## src/rtl/soi_probe_pkg.sv

```systemverilog
// Shared types for the signals-of-interest probe bank: request opcodes,
// generator modes and the host-port FSM states.
package soi_probe_pkg;

    typedef enum logic [1:0] {
        OP_READ     = 2'd0,
        OP_WRITE    = 2'd1,
        OP_SET_MODE = 2'd2,
        OP_RSVD     = 2'd3
    } op_e;

    typedef enum logic [1:0] {
        MODE_HOLD   = 2'd0,
        MODE_TOGGLE = 2'd1,
        MODE_INCR   = 2'd2,
        MODE_RSVD   = 2'd3
    } mode_e;

    typedef enum logic {
        IDLE = 1'b0,
        RESP = 1'b1
    } state_e;

endpackage

```

## src/rtl/soi_probe_chan.sv

```systemverilog
// One probe channel: value and mode registers plus the autonomous generator.
// Priority on the value register is rst > host write > generator.
module soi_probe_chan
    import soi_probe_pkg::*;
#(
    parameter int               DATA_W   = 8,
    parameter logic [DATA_W-1:0] INIT_VAL = '0
) (
    input  logic              clk,
    input  logic              rst,
    input  logic              freeze,
    input  logic              wr_en,
    input  logic [DATA_W-1:0] wr_data,
    input  logic              mode_ld,
    input  mode_e             mode_in,
    output logic [DATA_W-1:0] value_o
);

    logic [DATA_W-1:0] value_q, value_d;
    mode_e             mode_q, mode_d;

    always_comb begin
        value_d = value_q;
        if (wr_en) begin
            value_d = wr_data;
        end else if (!freeze) begin
            // The reserved mode encoding behaves like HOLD.
            case (mode_q)
                MODE_TOGGLE: value_d = ~value_q;
                MODE_INCR:   value_d = value_q + DATA_W'(1);
                default:     value_d = value_q;
            endcase
        end
    end

    always_comb begin
        mode_d = mode_q;
        if (mode_ld) begin
            mode_d = mode_in;
        end
    end

    always_ff @(posedge clk) begin
        if (rst) begin
            value_q <= INIT_VAL;
            mode_q  <= MODE_TOGGLE;
        end else begin
            value_q <= value_d;
            mode_q  <= mode_d;
        end
    end

    assign value_o = value_q;

endmodule

```

## src/rtl/soi_probe_bank.sv

```systemverilog
// Bank of NUM_CH probe channels behind a single host request/response port.
// Each response carries the free-running cycle stamp taken at request acceptance.
module soi_probe_bank
    import soi_probe_pkg::*;
#(
    parameter int  NUM_CH   = 4,
    parameter int  DATA_W   = 8,
    parameter int  INIT_VAL = 1,
    parameter int  STAMP_W  = 32,
    localparam int CH_W     = (NUM_CH > 1) ? $clog2(NUM_CH) : 1
) (
    input  logic                     clk,
    input  logic                     rst,
    input  logic                     freeze,
    input  logic                     req_valid,
    output logic                     req_ready,
    input  logic [1:0]               req_op,
    input  logic [CH_W-1:0]          req_ch,
    input  logic [DATA_W-1:0]        req_wdata,
    output logic                     rsp_valid,
    input  logic                     rsp_ready,
    output logic [DATA_W-1:0]        rsp_data,
    output logic                     rsp_err,
    output logic [STAMP_W-1:0]       rsp_stamp,
    output logic [NUM_CH*DATA_W-1:0] soi_o,
    output state_e                   dbg_state
);

    localparam logic [DATA_W-1:0] INIT_TRUNC = DATA_W'(INIT_VAL);

    // Handshake: a request transfers on a clk edge where req_valid && req_ready,
    // a response on an edge where rsp_valid && rsp_ready. req_ready and rsp_valid
    // are flops, never combinational functions of req_* or rsp_ready.
    state_e             state_q, state_d;
    logic               req_ready_q, req_ready_d;
    logic               rsp_valid_q, rsp_valid_d;
    logic [DATA_W-1:0]  rsp_data_q, rsp_data_d;
    logic               rsp_err_q, rsp_err_d;
    logic [STAMP_W-1:0] rsp_stamp_q, rsp_stamp_d;
    logic [STAMP_W-1:0] stamp_q, stamp_d;

    logic [DATA_W-1:0]  chan_val [NUM_CH];
    logic [NUM_CH-1:0]  wr_en;
    logic [NUM_CH-1:0]  mode_ld;
    logic [DATA_W-1:0]  sel_val;
    logic               accept;
    logic               ch_ok;
    logic               req_err;
    op_e                req_op_e;
    mode_e              mode_in;

    assign req_op_e = op_e'(req_op);
    assign accept   = req_valid && (state_q == IDLE);
    assign ch_ok    = ({1'b0, req_ch} < (CH_W + 1)'(NUM_CH));
    assign req_err  = !ch_ok || (req_op_e == OP_RSVD);
    // A width cast keeps the mode field well defined even for 1-bit channels.
    assign mode_in  = mode_e'(2'(req_wdata));

    always_comb begin
        wr_en   = '0;
        mode_ld = '0;
        sel_val = '0;
        for (int i = 0; i < NUM_CH; i++) begin
            if (req_ch == CH_W'(i)) begin
                sel_val    = chan_val[i];
                wr_en[i]   = accept && !req_err && (req_op_e == OP_WRITE);
                mode_ld[i] = accept && !req_err && (req_op_e == OP_SET_MODE);
            end
        end
    end

    for (genvar g = 0; g < NUM_CH; g++) begin : g_chan
        soi_probe_chan #(
            .DATA_W   (DATA_W),
            .INIT_VAL (INIT_TRUNC)
        ) u_chan (
            .clk     (clk),
            .rst     (rst),
            .freeze  (freeze),
            .wr_en   (wr_en[g]),
            .wr_data (req_wdata),
            .mode_ld (mode_ld[g]),
            .mode_in (mode_in),
            .value_o (chan_val[g])
        );
        assign soi_o[g*DATA_W +: DATA_W] = chan_val[g];
    end

    always_comb begin
        state_d     = state_q;
        req_ready_d = req_ready_q;
        rsp_valid_d = rsp_valid_q;
        rsp_data_d  = rsp_data_q;
        rsp_err_d   = rsp_err_q;
        rsp_stamp_d = rsp_stamp_q;
        stamp_d     = stamp_q + STAMP_W'(1);
        case (state_q)
            IDLE: begin
                if (req_valid) begin
                    state_d     = RESP;
                    req_ready_d = 1'b0;
                    rsp_valid_d = 1'b1;
                    rsp_data_d  = req_err ? '0 : sel_val;
                    rsp_err_d   = req_err;
                    rsp_stamp_d = stamp_q;
                end
            end
            RESP: begin
                if (rsp_ready) begin
                    state_d     = IDLE;
                    req_ready_d = 1'b1;
                    rsp_valid_d = 1'b0;
                end
            end
            default: state_d = IDLE;
        endcase
    end

    always_ff @(posedge clk) begin
        if (rst) begin
            state_q     <= IDLE;
            req_ready_q <= 1'b1;
            rsp_valid_q <= 1'b0;
            rsp_data_q  <= '0;
            rsp_err_q   <= 1'b0;
            rsp_stamp_q <= '0;
            stamp_q     <= '0;
        end else begin
            state_q     <= state_d;
            req_ready_q <= req_ready_d;
            rsp_valid_q <= rsp_valid_d;
            rsp_data_q  <= rsp_data_d;
            rsp_err_q   <= rsp_err_d;
            rsp_stamp_q <= rsp_stamp_d;
            stamp_q     <= stamp_d;
        end
    end

    assign req_ready = req_ready_q;
    assign rsp_valid = rsp_valid_q;
    assign rsp_data  = rsp_data_q;
    assign rsp_err   = rsp_err_q;
    assign rsp_stamp = rsp_stamp_q;
    assign dbg_state = state_q;

endmodule

```

## config.mk

```make
export PLATFORM = sky130hd
export DESIGN_NAME = soi_probe_bank
export DESIGN_NICKNAME = d
export VERILOG_FILES = /design/src/rtl/soi_probe_pkg.sv /design/src/rtl/soi_probe_chan.sv /design/src/rtl/soi_probe_bank.sv
export SDC_FILE = /design/constraint.sdc
export NUM_CORES = 1
export LEC_CHECK = 0
export BUFFER_PORTS_ARGS = -buffer_cell sky130_fd_sc_hd__buf_2
export CELL_PAD_IN_SITES_DETAIL_PLACEMENT = 1
export CELL_PAD_IN_SITES_GLOBAL_PLACEMENT = 1
export CORE_ASPECT_RATIO = 1.2
export CORE_UTILIZATION = 30
export DETAILED_ROUTE_END_ITERATION = 12
export GPL_TIMING_DRIVEN = 1
export PLACE_DENSITY = 0.67
export SLEW_MARGIN = 15
export SYNTH_ARGS = -nofsm -noshare
export SYNTH_HDL_FRONTEND = slang
export SYNTH_SLANG_ARGS = --single-unit
```

## constraint.sdc

```tcl
create_clock -name clk -period 1.95 [get_ports clk]
set_clock_uncertainty 0.15 [all_clocks]
set_input_delay 0.585 -clock clk [delete_from_list [all_inputs] [get_ports clk]]
set_output_delay 0.585 -clock clk [all_outputs]
set_load 0.05 [all_outputs]
```

# --- After elaboration in Yosys (flattened, before gate mapping) ---
# Cells that the tools add are included.
classes:
  addsub: 5
  n_mul: 0
  n_div: 0
  order_cmp: 0
  eq_ne: 20
  shift: 0
  n_mux: 34
  bitwise_logic: 5
  n_reduce_logical: 16
ops:
  columns: ["op", "count"]
  rows:
  - ["8-bit two-way mux", 13]
  - ["8-bit one-hot mux with 2 select lines", 4]
  - ["32-bit by 1-bit adder with 32-bit output, second input constant", 1]
  - ["8-bit by 1-bit adder with 8-bit output, second input constant", 4]
  - ["8-bit inverter", 4]
  - ["2-bit == test, second input constant", 8]
  - ["1-bit two-way mux", 14]
  - ["2-bit by 1-bit == test with 1-bit output, second input constant", 6]
  - ["2-bit AND reduction", 6]
  - ["3-bit nonzero test", 4]
  - ["2-bit by 1-bit != test with 1-bit output, second input constant", 4]
  - ["1-bit one-hot mux with 2 select lines", 3]
  - ["1-bit logical AND", 4]
  - ["2-bit != test, second input constant", 2]
  - ["2-bit logical NOT", 1]
  - ["1-bit logical NOT", 1]
  - ["1-bit inverter", 1]
totals:
  regBits: 116
  latchBits: 0
  mem_bits_rw: 0
  mem_bits_ro: 0
  output_inout_bits: 76
  elab_cells: 95
  mem_count: 0

# --- Longest topological paths before layout ---
# Gate-level depths: netlist of the first run.
depth:
  depth_word: 7
  depth_mapped: 7

# --- Hierarchy ---
# Synthesis of the first run repeated with hierarchy kept, for this count alone.
unflattened:
  cells_unflattened: 670
  area_unflattened_um2: 5720.5
modules_own_cells:
  columns: ["mod", "n_inst", "cells_each", "area_each_um2", "seq_area_each_um2"]
  rows:
  - ["soi_probe_bank", 1, 370, 3198.1, 1521.5]
  - ["soi_probe_chan", 4, 75, 630.6, 200.2]

# --- Worst setup path before layout of the first run ---
# No wires, ideal clock.
synth_timing:
  path_kind: "in2reg"
  start: "in req_ch[1]"
  end: "reg rsp_data_q[6] (netlist: rsp_data[6])"
  setup_time_ns: 0.128
  arrival_ns: 1.735
  t_required_ns: 1.672
  slack_ns: -0.063
  stages: 4
  path_cell_list: "buf_1 mux4_2 a22oi_1 nor2_1"
synth_between:
  elab_chain_len: 6
synth_rtl:
  columns: ["element", "line", "source"]
  rows:
  - ["start, declared", "soi_probe_bank.sv:18", "input logic [CH_W-1:0] req_ch,"]
  - ["2-bit logical NOT", "soi_probe_bank.sv:64", "if (req_ch == CH_W'(i)) begin"]
  - ["8-bit two-way mux (3 in a row)", "soi_probe_bank.sv:64", null]
  - ["8-bit two-way mux (*)", "soi_probe_bank.sv:64", null]
  - ["8-bit two-way mux (*)", "soi_probe_bank.sv:103", "rsp_data_d = req_err ? '0 : sel_val;"]
  - ["end signal, assigned", "soi_probe_bank.sv:132", "rsp_data_q <= rsp_data_d;"]
  - ["end, declared", "soi_probe_bank.sv:37", "logic [DATA_W-1:0] rsp_data_q, rsp_data_d;"]
# Every way passes the cells marked *; elsewhere a longest branch is shown, timed or not.
# A chain may end at the register's enable or synchronous reset.

# --- Worst setup path after layout of the first run ---
layout_timing:
  start: "reg stamp_q[23]"
  end: "reg stamp_q[31]"
layout_between:
  elab_chain_len: 1
layout_rtl:
  columns: ["element", "line", "source"]
  rows:
  - ["start, declared", "soi_probe_bank.sv:40", "logic [STAMP_W-1:0] stamp_q, stamp_d;"]
  - ["start signal, assigned", "soi_probe_bank.sv:135", "stamp_q <= stamp_d;"]
  - ["32-bit by 1-bit adder with 32-bit output", "soi_probe_bank.sv:96", "stamp_d = stamp_q + STAMP_W'(1);"]
# No other way between the ends.

==> results.md, run 1 <==
* Routed Antenna Nets at 0
* P_leak at just over 3 nW
* Netlist cell types at 43
* DP Wirelength at around 13 mm
* Origin of the worst setup path: stamp_q[23]
* Yosys Warn Count at 0
* Family with the most delay on the worst path: simple AND/OR/NAND/NOR gates
* Gate power share at 0.143
* Initial Util at 0.3075
* R2r setup slk at around 14 ps
* Row cnt at 53
* Worst hold start: rsp_stamp[15]
* Net Sw Frac at 0.2661
* Highest Signal Layer: met4
* Final core occ at 0.4275
* Top-count cell post-synth: dfxtp_1
* Final Wtd Congestion at approximately 0.85
* Crit path max-delay cell type: or4_4
* Fillers at about 2100
* Top cell type's share of synthesized area at 0.4314
* Primary FF master, synth: dfxtp_1
* Final count of hold timing violations at 0
* CP peak stage delay at roughly 570 ps
* M1 WL at approximately 7.3 mm
* Clock-pin slew on the worst setup and hold paths at 60 ps
* Post-synth top cells: dfxtp_1, nand2_1, a21oi_1, nor2_1, clkbuf_1
* Fmax at ~0.52 GHz
* Final setup violation count at 0
* Slew HR at 0.6270
* Nets at around 810
* Vias in the first global route at 5753
* Worst-Skew Late Latency at 420 ps
* Synth Register Bits at 116
* WL/cell at around 18 um
* Worst slew pin tran at around 550 ps
* Area of the mapped netlist at between 5000 and 6000 sq um
* Root buf cell: clkbuf_16
* Unrepaired setup endpoints after global routing: true
* Crit end category: register
* Flop pwr share at 0.361
* CP arrival at between 2000 and 2500 ps
* Largest net degree at the start of global routing at 36
* DR iter-0 viols at approximately 230
* Internal at about 0.0054 W
* Post-Route WL at roughly 18 mm
* Number of synthesized flops with an enable pin at 0
* Die Area at approximately 18000 sq um
* Top post-synthesis cells by area: dfxtp_1, a21oi_1, nand2_1
* Clock group share of total power at 0.496
* Synth Instances at ~640
* Max Slew Vio Count at 0
* Startpoint types: register
* Worst hold path class: register to register
* Via Count at 5409
* Post-synth net total at ~670
* Pwr dens at between 900 and 1000 nW/um^2
* Clock sink total at 116
* CTS Buf Count at 17
* TritonCTS clock tree: yes
* First-pass GRT wire length at ~30 mm
* Die Span X at 124.3 um
* Design Area, Final at between 7000 and 8000 sq um
* Area Overhead vs Synth at 39.05%
* Pre-antenna DRT Iters at 4
* Maximum vdd drop at 0.0005576 V
* Fraction of layout cells with a size suffix above 1 at 0.3170
* H-tree lvl count at 4
* Met3 WL at slightly above 600 um
* Cts hold-fix bufs at 0
* IO Count at between 90 and 100
* Residual DRC at 0
* Via-per-instance ratio at 5.313
* Avg Inst Size Synth at about 8.4 sq um
* Global Route Usage Sum at 0.2027
* Period utilisation layout at 0.9929
* CP max FO at 6
* Reg-to-reg startpoint: stamp_q[23]
* Register area share after synthesis at 0.4314
* Status: completed
* Sw Pwr at between 0.0015 and 0.002 W
* Setup CP Type: register to register
* Worst EP required at 2150 ps
* Grt total ovfl at 0
* Core ar. at 17510 sq um
* N_diodes at 0
* Initial antenna violation count at 0
* WL met2 at 9.887 mm
* Number of buffers and inverters on the critical path at 0
* Most Frequent Cell on Critical Path: or4_4
* Clock Tree Buf Depth at 2
* Crit-path cells: nand4_4 -> or4_4 -> or4_4 -> a21oi_2
* Placed Area at roughly 6600 sq um
* Port Buf Inserts at 92
* Async SR Flop Fraction at 0
* Chip height at 148.7 um
* Post-layout min period at just under 2000 ps
* Max Cap Violations at 0
* Yosys top cell by area: dfxtp_1
## worst reg2reg max path, stage by stage (launching register included)
cell     delay, ps
dfxtp_2        350
nand4_4        150
or4_4          570
or4_4          530
a21oi_2        120
## layout by cell type (no fill, tap or decap), types with 6 or more instances in the layout
| cell | Yosys | routed |
|---|---|---|
| buf_2 | 4 | 72 |
| nor2_1 | 56 | 56 |
| o31ai_1 | 14 | 14 |
| mux4_2 | 8 | 8 |
| xor2_1 | 8 | 8 |
| clkbuf_16 | 0 | 17 |
| or4_1 | 15 | 13 |
| a211oi_1 | 26 | 23 |
| a21boi_0 | 7 | 6 |
| or3_1 | 6 | 6 |
| inv_1 | 12 | 12 |
| dfxtp_1 | 116 | 105 |
| a21oi_1 | 77 | 75 |
| buf_4 | 1 | 93 |
| nand2_1 | 91 | 91 |
| bufinv_16 | 0 | 6 |
| a22oi_1 | 8 | 8 |
| nand4_1 | 13 | 13 |
| ha_1 | 9 | 7 |
| buf_12 | 0 | 6 |
| xnor2_1 | 26 | 26 |
| dfxtp_2 | 0 | 11 |
| o21ai_0 | 11 | 11 |
| nand3_1 | 27 | 27 |
## path summary, 6_finish.rpt
kind | end | cells after the start
worst min-delay path | rsp_stamp[15] | 2
worst max-delay path | stamp_q[31] | 4
worst min register to register | rsp_stamp[15] | 2
worst max register to register | stamp_q[31] | 4
## power by group through the flow
stage	registers [W]	logic (W)	clock network, W
after detailed placement	0.00267	0.00101	0
after CTS	0.00263	0.00104	0.00368
final	0.00264	0.00104	0.00362
after global placement	0.00267	0.000984	0
after floorplan	0.00295	0.000375	0
after global routing	0.00265	0.00111	0.00377
## timing repair
action / 4_1_cts / 5_1_grt
setup endpoints to repair: 23 / 33
buffers inserted: 6 / 4
gates resized for setup: 22 / 33
gates cloned: 0 / 0
pin swaps: 2 / 8
## final cells by class
type / count / area (sq um) / share of cell area
timing repair buffer: 177 / 1227 / 0.1640
clock buffer: 21 / 480.5 / 0.06419
inverter: 12 / 45.04 / 0.006018
multi-input combinational: 462 / 2920 / 0.3902
tap: 220 / 275.3 / 0.03678
clock inverter: 10 / 200.2 / 0.02675
sequential: 116 / 2336 / 0.3121
## cells by family after synthesis
group | count (synthesis) | share of synthesized area
buffers and inverters | 61 | 0.04417
multiplexers | 13 | 0.04277
XOR/XNOR | 34 | 0.05532
AND/OR/NAND/NOR | 247 | 0.2208
adder cells (fa/ha/maj) | 9 | 0.02092
AO/OA/AOI/OAI | 159 | 0.1846
flip-flops | 116 | 0.4314
## state kept, by name, summed over array words and instances, names as in the netlist
| signal | flops |
|---|---|
| rsp_valid | 1 |
| stamp_q | 32 |
| dbg_state | 1 |
| rsp_stamp | 32 |
| g_chan.u_chan.value_o | 32 |
| g_chan.u_chan.mode_q | 8 |
| req_ready | 1 |
| rsp_data | 8 |
| rsp_err | 1 |
## stage by stage
stage                     setup WS [ps]  total power [W]  std cells  setup TNS, ps  hold WS [ps]
final                             13.79         0.007301       1018              0         300.9
after global routing             -51.85         0.007531       1018         -113.7         313.6
after CTS                        -14.39         0.007341       1014         -14.39         282.9
after detailed placement         -188.6         0.003686        977          -2636         295.3
after global placement           -164.1         0.003655        977          -2250         293.5
after floorplan                  -27.36         0.003325        639         -27.36         287.2
## routing by layer
layer	up-vias	track usage
met4	0	0.07831
met2	121	0.3845
met5	-	0
met1	2677	0.2173
met3	37	0.04448
li1	2574	-
No activity file was read; power rests on OpenSTA's default activity.
==> run 2: changes to the inputs <==
--- a/config.mk
+++ b/config.mk
@@ -9,10 +9,10 @@
 export CELL_PAD_IN_SITES_DETAIL_PLACEMENT = 1
 export CELL_PAD_IN_SITES_GLOBAL_PLACEMENT = 1
 export CORE_ASPECT_RATIO = 1.2
-export CORE_UTILIZATION = 30
+export CORE_UTILIZATION = 38
 export DETAILED_ROUTE_END_ITERATION = 12
 export GPL_TIMING_DRIVEN = 1
-export PLACE_DENSITY = 0.67
+export PLACE_DENSITY = 0.8
 export SLEW_MARGIN = 15
 export SYNTH_ARGS = -nofsm -noshare
 export SYNTH_HDL_FRONTEND = slang
==> run 2 against run 1 <==
Net effect: wire length fell by 3.6%; final cell count down 6.9%; final area decreased by 4.6%; non-clock buffer count fell by 20; total power down 10%; critical path depth fell by 3; hold slack improved by 1.5 ps; global-route usage rose by 4.3 points; sequential power hardly changed; highest routed layer unchanged.
==> results.md, run 2 (synthesized netlist as in run 1, its figures left out) <==
* H-tree lvl count at 4 (unchanged)
* Slew HR at 0.7236 (+0.09662)
* WP depth at 1 (-3)
* Grt total ovfl at 0 (unchanged)
* Post-layout min period at 1934 ps (-2.181 ps)
* CP max FO at 5 (-1)
* Vias in the first global route at 5668 (-1.5%)
* Worst hold path depth at 2 (unchanged)
* Die Area at 14650 sq um (-21%)
* Setup CP Type: register to output port
* Initial Util at 0.3895 (+0.08204)
* Setup ws final at 15.97 ps (+2.181 ps)
* Placed Area at 6425 sq um (-2.5%)
* Pre-antenna DRT Iters at 4 (unchanged)
* Post-place setup slack at -126.8 ps (+61.74 ps)
* Startpoint types: register
* Number of buffers and inverters on the critical path at 1 (+1)
* Clock sink total at 116 (unchanged)
* DR iter-0 viols at 207 (-11%)
* Clock group share of total power at 0.439 (-0.057)
* Via Count at 5371 (-0.70%)
* Root buf cell: clkbuf_16
* DP Wirelength at 12.62 mm (-5.4%)
* CP arrival at 1200 ps (-940 ps)
* Residual DRC at 0 (unchanged)
* CP peak stage delay at 460 ps (-110 ps)
* Flop pwr share at 0.404 (+0.043)
* IO Count at 93 (unchanged)
* P_leak at 2.864 nW (-5.3%)
* Clock-pin slew on the worst setup and hold paths at 50 ps (about the same)
* Core ar. at 13820 sq um (-21%)
* First-pass GRT wire length at 28.57 mm (-3.0%)
* Global Route Usage Sum at 0.2458 (+0.04311)
* Gate power share at 0.157 (+0.014)
* Worst EP required at 1210 ps (-940 ps)
* Design Area, Final at 7141 sq um (-4.6%)
* Crit-path cells: buf_2
* Internal at 0.004666 W (-13%)
* Setup TNS at 0 ps (unchanged)
* Fraction of layout cells with a size suffix above 1 at 0.3050 (-0.01202)
* Most frequent cells in the layout: dfxtp_1, nand2_1, buf_2
* Max Cap Violations at 0 (unchanged)
* WL/cell at 18.56 um (+3.5%)
* Net Sw Frac at 0.2872 (+0.02106)
* Routed Antenna Nets at 0 (unchanged)
* CTS Buf Count at 17 (unchanged)
* Largest net degree at the start of global routing at 35 (-2.8%)
* Period utilisation layout at 0.9918 (-0.001118)
* Maximum vdd drop at 0.0004895 V (-12%)
* Pwr dens at 916.7 nW/um^2 (-6.0%)
* Worst-Skew Late Latency at 420 ps (about the same)
* Fmax at 0.5171 GHz (+0.11%)
* Fillers at 1625 (-23%)
* Via-per-instance ratio at 5.666 (+6.6%)
* Die Span X at 110.6 um (-11%)
* Nets at 792 (-2.5%)
* Clock Tree Buf Depth at 2 (unchanged)
* Crit path max-delay cell type: dfxtp_1
* Commonest non-fill, non-tap cell in the layout: dfxtp_1
* Max Slew Vio Count at 0 (unchanged)
* Port Buf Inserts at 92 (unchanged)
* R2R cell count at 4 (unchanged)
* Unrepaired setup endpoints after global routing: true
* Worst hold path class: register to register
* Family with the most delay on the worst path: flip-flops
* Cts hold-fix bufs at 0 (unchanged)
* Row cnt at 47 (-11%)
* Final Wtd Congestion at 0.9188 (+7.9%)
* Chip height at 132.4 um (-11%)
* N_diodes at 0 (unchanged)
* Crit end category: output port
* Sw Pwr at 0.001880 W (-3.2%)
* Area Overhead vs Synth at 32.66%
* Initial antenna violation count at 0 (unchanged)
* Worst slew pin tran at 413.7 ps (-140.8 ps)
* Final setup violation count at 0 (unchanged)
* TritonCTS clock tree: yes
* Final Power at 0.006546 W (-10%)
* Status: completed
* Post-Route WL at 17.59 mm (-3.6%)
* Final count of hold timing violations at 0 (unchanged)
* R2r setup slk at 20 ps (about the same)
## run 2: final cells by class
cell class              count  area [sq um]  share of cell area
clock inverters             4         20.02            0.002804
clock buffers              26         529.3             0.07412
flip-flops and latches    116          2341              0.3278
multi-input cells         462          2945              0.4125
well taps                 171         214.0             0.02996
repair buffers            157          1046              0.1465
inverters                  12         45.04            0.006308
## run 2: worst paths after layout
| kind | start | endpoint |
|---|---|---|
| setup / recovery | g_chan[2].u_chan.value_o[5] | soi_o[21] |
| hold / removal | rsp_stamp[25] | rsp_stamp[25] |
| setup reg to reg | stamp_q[5] | stamp_q[31] |
| hold reg to reg | rsp_stamp[25] | rsp_stamp[25] |
## run 2: repair_timing
| action | 4_1_cts | 5_1_grt |
|---|---|---|
| gates resized for setup | 12 | 40 |
| buffers inserted | 2 | 0 |
| pin swaps | 1 | 5 |
| hold endpoints to repair | 0 | 0 |
| endpoints found under the setup margin | 11 | 33 |
## run 2: per-stage QoR
step	util	hold slack [ps]	instances
final	0.5167	302.4	948
after global routing	0.5167	315.7	948
after floorplan	-	287.2	639
after detailed placement	0.4649	297.5	916
after global placement	0.4649	290.5	916
after CTS	0.5081	304.7	948
## run 2: power groups by stage
stage / Combinational [W] / Sequential, W / Clock [W]
floorplan: 0.000375 / 0.00295 / 0
global placement: 0.000967 / 0.00267 / 0
detailed placement: 0.000991 / 0.00268 / 0
CTS: 0.00101 / 0.00263 / 0.00293
global route: 0.00109 / 0.00265 / 0.00304
finish: 0.00103 / 0.00264 / 0.00288
## run 2: routing by layer
layer / GRT usage / up-vias / part of all wire
li1: - / 2539 / -
met4: 0.1311 / 0 / 0.032
met3: 0.05563 / 42 / 0.042
met1: 0.2633 / 2636 / 0.40
met2: 0.4465 / 154 / 0.53
met5: 0 / - / 0
==> run 3: changes to the inputs <==
--- a/config.mk
+++ b/config.mk
@@ -5,11 +5,12 @@
 export SDC_FILE = /design/constraint.sdc
 export NUM_CORES = 1
 export LEC_CHECK = 0
+export ABC_AREA = 1
 export BUFFER_PORTS_ARGS = -buffer_cell sky130_fd_sc_hd__buf_2
 export CELL_PAD_IN_SITES_DETAIL_PLACEMENT = 1
 export CELL_PAD_IN_SITES_GLOBAL_PLACEMENT = 1
 export CORE_ASPECT_RATIO = 1.2
-export CORE_UTILIZATION = 38
+export CORE_UTILIZATION = 36
 export DETAILED_ROUTE_END_ITERATION = 12
 export GPL_TIMING_DRIVEN = 1
 export PLACE_DENSITY = 0.8
==> run 3 against run 2 <==
Net effect: non-clock buffer count decreased by 47; largest cell class unchanged; global-route usage down 0.39 points; sequential share of layout area is 1.4 points lower; die area is 19% higher; critical path depth unchanged; setup slack gained 18 ps; fmax is 0.94% higher; final area increased by 3.7%; sequential cell count did not move; sequential power barely moved; largest power group unchanged.
==> results.md, run 3 <==
* Die Area at 17370 sq um (+19%)
* Via-per-instance ratio at 5.056 (-11%)
* CTS Buf Count at 17 (unchanged)
* Nets at 1046 (+32%)
* Most frequent cells in the layout: nand2_1, dfxtp_1, nor2_1
* Commonest non-fill, non-tap cell in the layout: nand2_1
* Number of synthesized flops with an enable pin at 0 (unchanged)
* Worst-Skew Late Latency at 430 ps (about the same)
* Post-layout min period at 1916 ps (-17.99 ps)
* Pre-antenna DRT Iters at 4 (unchanged)
* Register area share after synthesis at 0.3828 (-0.04859)
* Residual DRC at 0 (unchanged)
* Initial Util at 0.3713 (-0.01817)
* Grt total ovfl at 0 (unchanged)
* Worst hold path class: input port to register
* Synth Area in XOR/XNOR at 0.008663 (-0.04666)
* Die Span X at 120.5 um (+8.9%)
* Top post-synthesis cells by area: dfxtp_1, nand2_1, a21oi_1
* WP depth at 1 (unchanged)
* CTS-repair resized insts at 6 (-6)
* Mux cell area share after synthesis at 0 (-0.04277)
* Vias in the first global route at 6426 (+13%)
* Synth Register Bits at 116 (unchanged)
* Clock-pin slew on the worst setup and hold paths at 60 ps (about the same)
* Max Slew Vio Count at 0 (unchanged)
* Final core occ at 0.4534 (-0.06335)
* Main combinational cell family by area after synthesis: simple AND/OR/NAND/NOR gates
* WL/cell at 15.94 um (-14%)
* R2R cell count at 8 (+4)
* Fraction of layout cells with a size suffix above 1 at 0.1713 (-0.1337)
* Worst EP required at 1210 ps (about the same)
* Post-CTS setup buffers at 0 (-2)
* Placed Area at 6779 sq um (+5.5%)
* Slew HR at 0.7453 (+0.02166)
* Post-Route WL at 19.85 mm (+13%)
* Setup CP Type: register to output port
* Row cnt at 51 (+8.5%)
* Initial antenna violation count at 0 (unchanged)
* Final Wtd Congestion at 0.8442 (-8.1%)
* Number of placed cells counting well taps at 1213 (+32%)
* Crit path max-delay cell type: dfxtp_1
* Primary FF master, synth: dfxtp_1
* Clock sink total at 116 (unchanged)
* Non-Filler Instances at 1245 (+31%)
* Root buf cell: clkbuf_16
* CP max FO at 6 (+1)
* Startpoint types: register
* Number of buffers and inverters on the critical path at 1 (unchanged)
* Origin of the worst setup path: g_chan[3].u_chan.value_o[3]
* Port Buf Inserts at 92 (unchanged)
* Netlist cell types at 33 (-23%)
* Top-count cell post-synth: nand2_1
* Compound-Gate Fraction of Synth Area at 0.1572 (-0.02739)
* Yosys top cell by area: dfxtp_1
* Pwr dens at 948.3 nW/um^2 (+3.4%)
* Simple-Gate Fraction of Synth Area at 0.3368 (+0.1160)
* Cts hold-fix bufs at 0 (unchanged)
* Post-synth net total at 949 (+43%)
* First-pass GRT wire length at 32.28 mm (+13%)
* P_leak at 3.283 nW (+15%)
* Global Route Usage Sum at 0.2419 (-0.003913)
* Post-synth top cells: nand2_1, dfxtp_1, nor2_1, inv_1, a21oi_1
* Async SR Flop Fraction at 0 (unchanged)
* Chip height at 144.2 um (+8.9%)
* Worst slew pin tran at 380.7 ps (-33.02 ps)
* DP Wirelength at 14.99 mm (+19%)
* Unrepaired setup endpoints after global routing: false
* Via Count at 6295 (+17%)
* Status: completed
* Avg Inst Size Synth at 6.572 sq um (-22%)
* Worst hold start: rsp_ready
* N_diodes at 0 (unchanged)
* CP arrival at 1180 ps (-20 ps)
* Worst hold path depth at 3 (+1)
* Maximum vdd drop at 0.0005344 V (+9.2%)
* Max Cap Violations at 0 (unchanged)
* Family with the most delay on the worst path: flip-flops
* Crit-path cells: clkbuf_4
* Area Overhead vs Synth at 22.09%
* Yosys Warn Count at 0 (unchanged)
* Final setup violation count at 0 (unchanged)
* IO Count at 93 (unchanged)
* H-tree lvl count at 4 (unchanged)
* Final Power at 0.007023 W (+7.3%)
* Routed Antenna Nets at 0 (unchanged)
* Area of the mapped netlist at 6066 sq um (+13%)
* Synth Instances at 923 (+44%)
* Clock Tree Buf Depth at 2 (unchanged)
* Synth Area in Adders at 0.01856 (-0.002356)
* Largest net degree at the start of global routing at 56 (+60%)
* CP peak stage delay at 460 ps (about the same)
* Core ar. at 16340 sq um (+18%)
* Setup TNS at 0 ps (unchanged)
* Design Area, Final at 7406 sq um (+3.7%)
* Top cell type's share of synthesized area at 0.3828 (-0.04859)
* TritonCTS clock tree: yes
* Fmax at 0.5219 GHz (+0.94%)
* Final count of hold timing violations at 0 (unchanged)
* DR iter-0 viols at 304 (+47%)
* Period utilisation layout at 0.9826 (-0.009226)
* Crit end category: output port
* Reg-to-reg startpoint: stamp_q[1]
-- run 3: cell types whose count changed after synthesis, sizes merged, moves of 25 or more --
cell and delta:
nor2 +68, nand3 +47, xnor2 -25, inv +93, nand2 +171, a211oi -26
o21ai +72, clkbuf -31
-- run 3: area by class of cell --
| class | count | area (sq um) |
|---|---|---|
| sequential | 116 | 2325 |
| inverter | 105 | 396.6 |
| tap | 212 | 265.3 |
| clock buffer | 20 | 466.7 |
| timing repair buffer | 110 | 660.6 |
| multi-input combinational | 670 | 3162 |
| fill | 2211 | 8930 |
| clock inverter | 12 | 130.1 |
-- run 3: path summary, 6_finish.rpt --
check,to,slack [ps]
min,req_ready,250
min reg2reg,req_ready,310
max reg2reg,stamp_q[28],200
max,soi_o[27],30
-- run 3: power by group --
group	internal (W)	switching, W	total, W
logic	0.000322	0.000903	0.00123
clock network	0.00197	0.00118	0.00315
registers	0.00251	0.000138	0.00265
-- run 3: layer usage --
metal  wire length [um]  GRT usage  vias to the layer above  part of all wire
met3                548    0.04653                       34             0.028
li1                   -          -                     3153                 -
met4                598     0.1079                        0             0.030
met2              10510     0.4610                      119              0.53
met1               8184     0.2561                     2989              0.41
met5                  0          0                        -                 0
-- run 3: kinds of logic (layout without fill, tap and decap cells) --
kind of cell / after synthesis / count (layout)
AO/OA/AOI/OAI: 181 / 181
AND/OR/NAND/NOR: 474 / 474
buffers and inverters: 137 / 247
flip-flops: 116 / 116
XOR/XNOR: 6 / 6
adder cells (fa/ha/maj): 9 / 9
-- run 3: through the flow --
step                      hold WS, ps  setup slack [ps]
after floorplan                 289.0             198.9
after global placement          296.1             47.68
after detailed placement        305.0             19.96
after CTS                       239.4             1.754
after global routing            290.0             2.373
final                           253.1             33.96
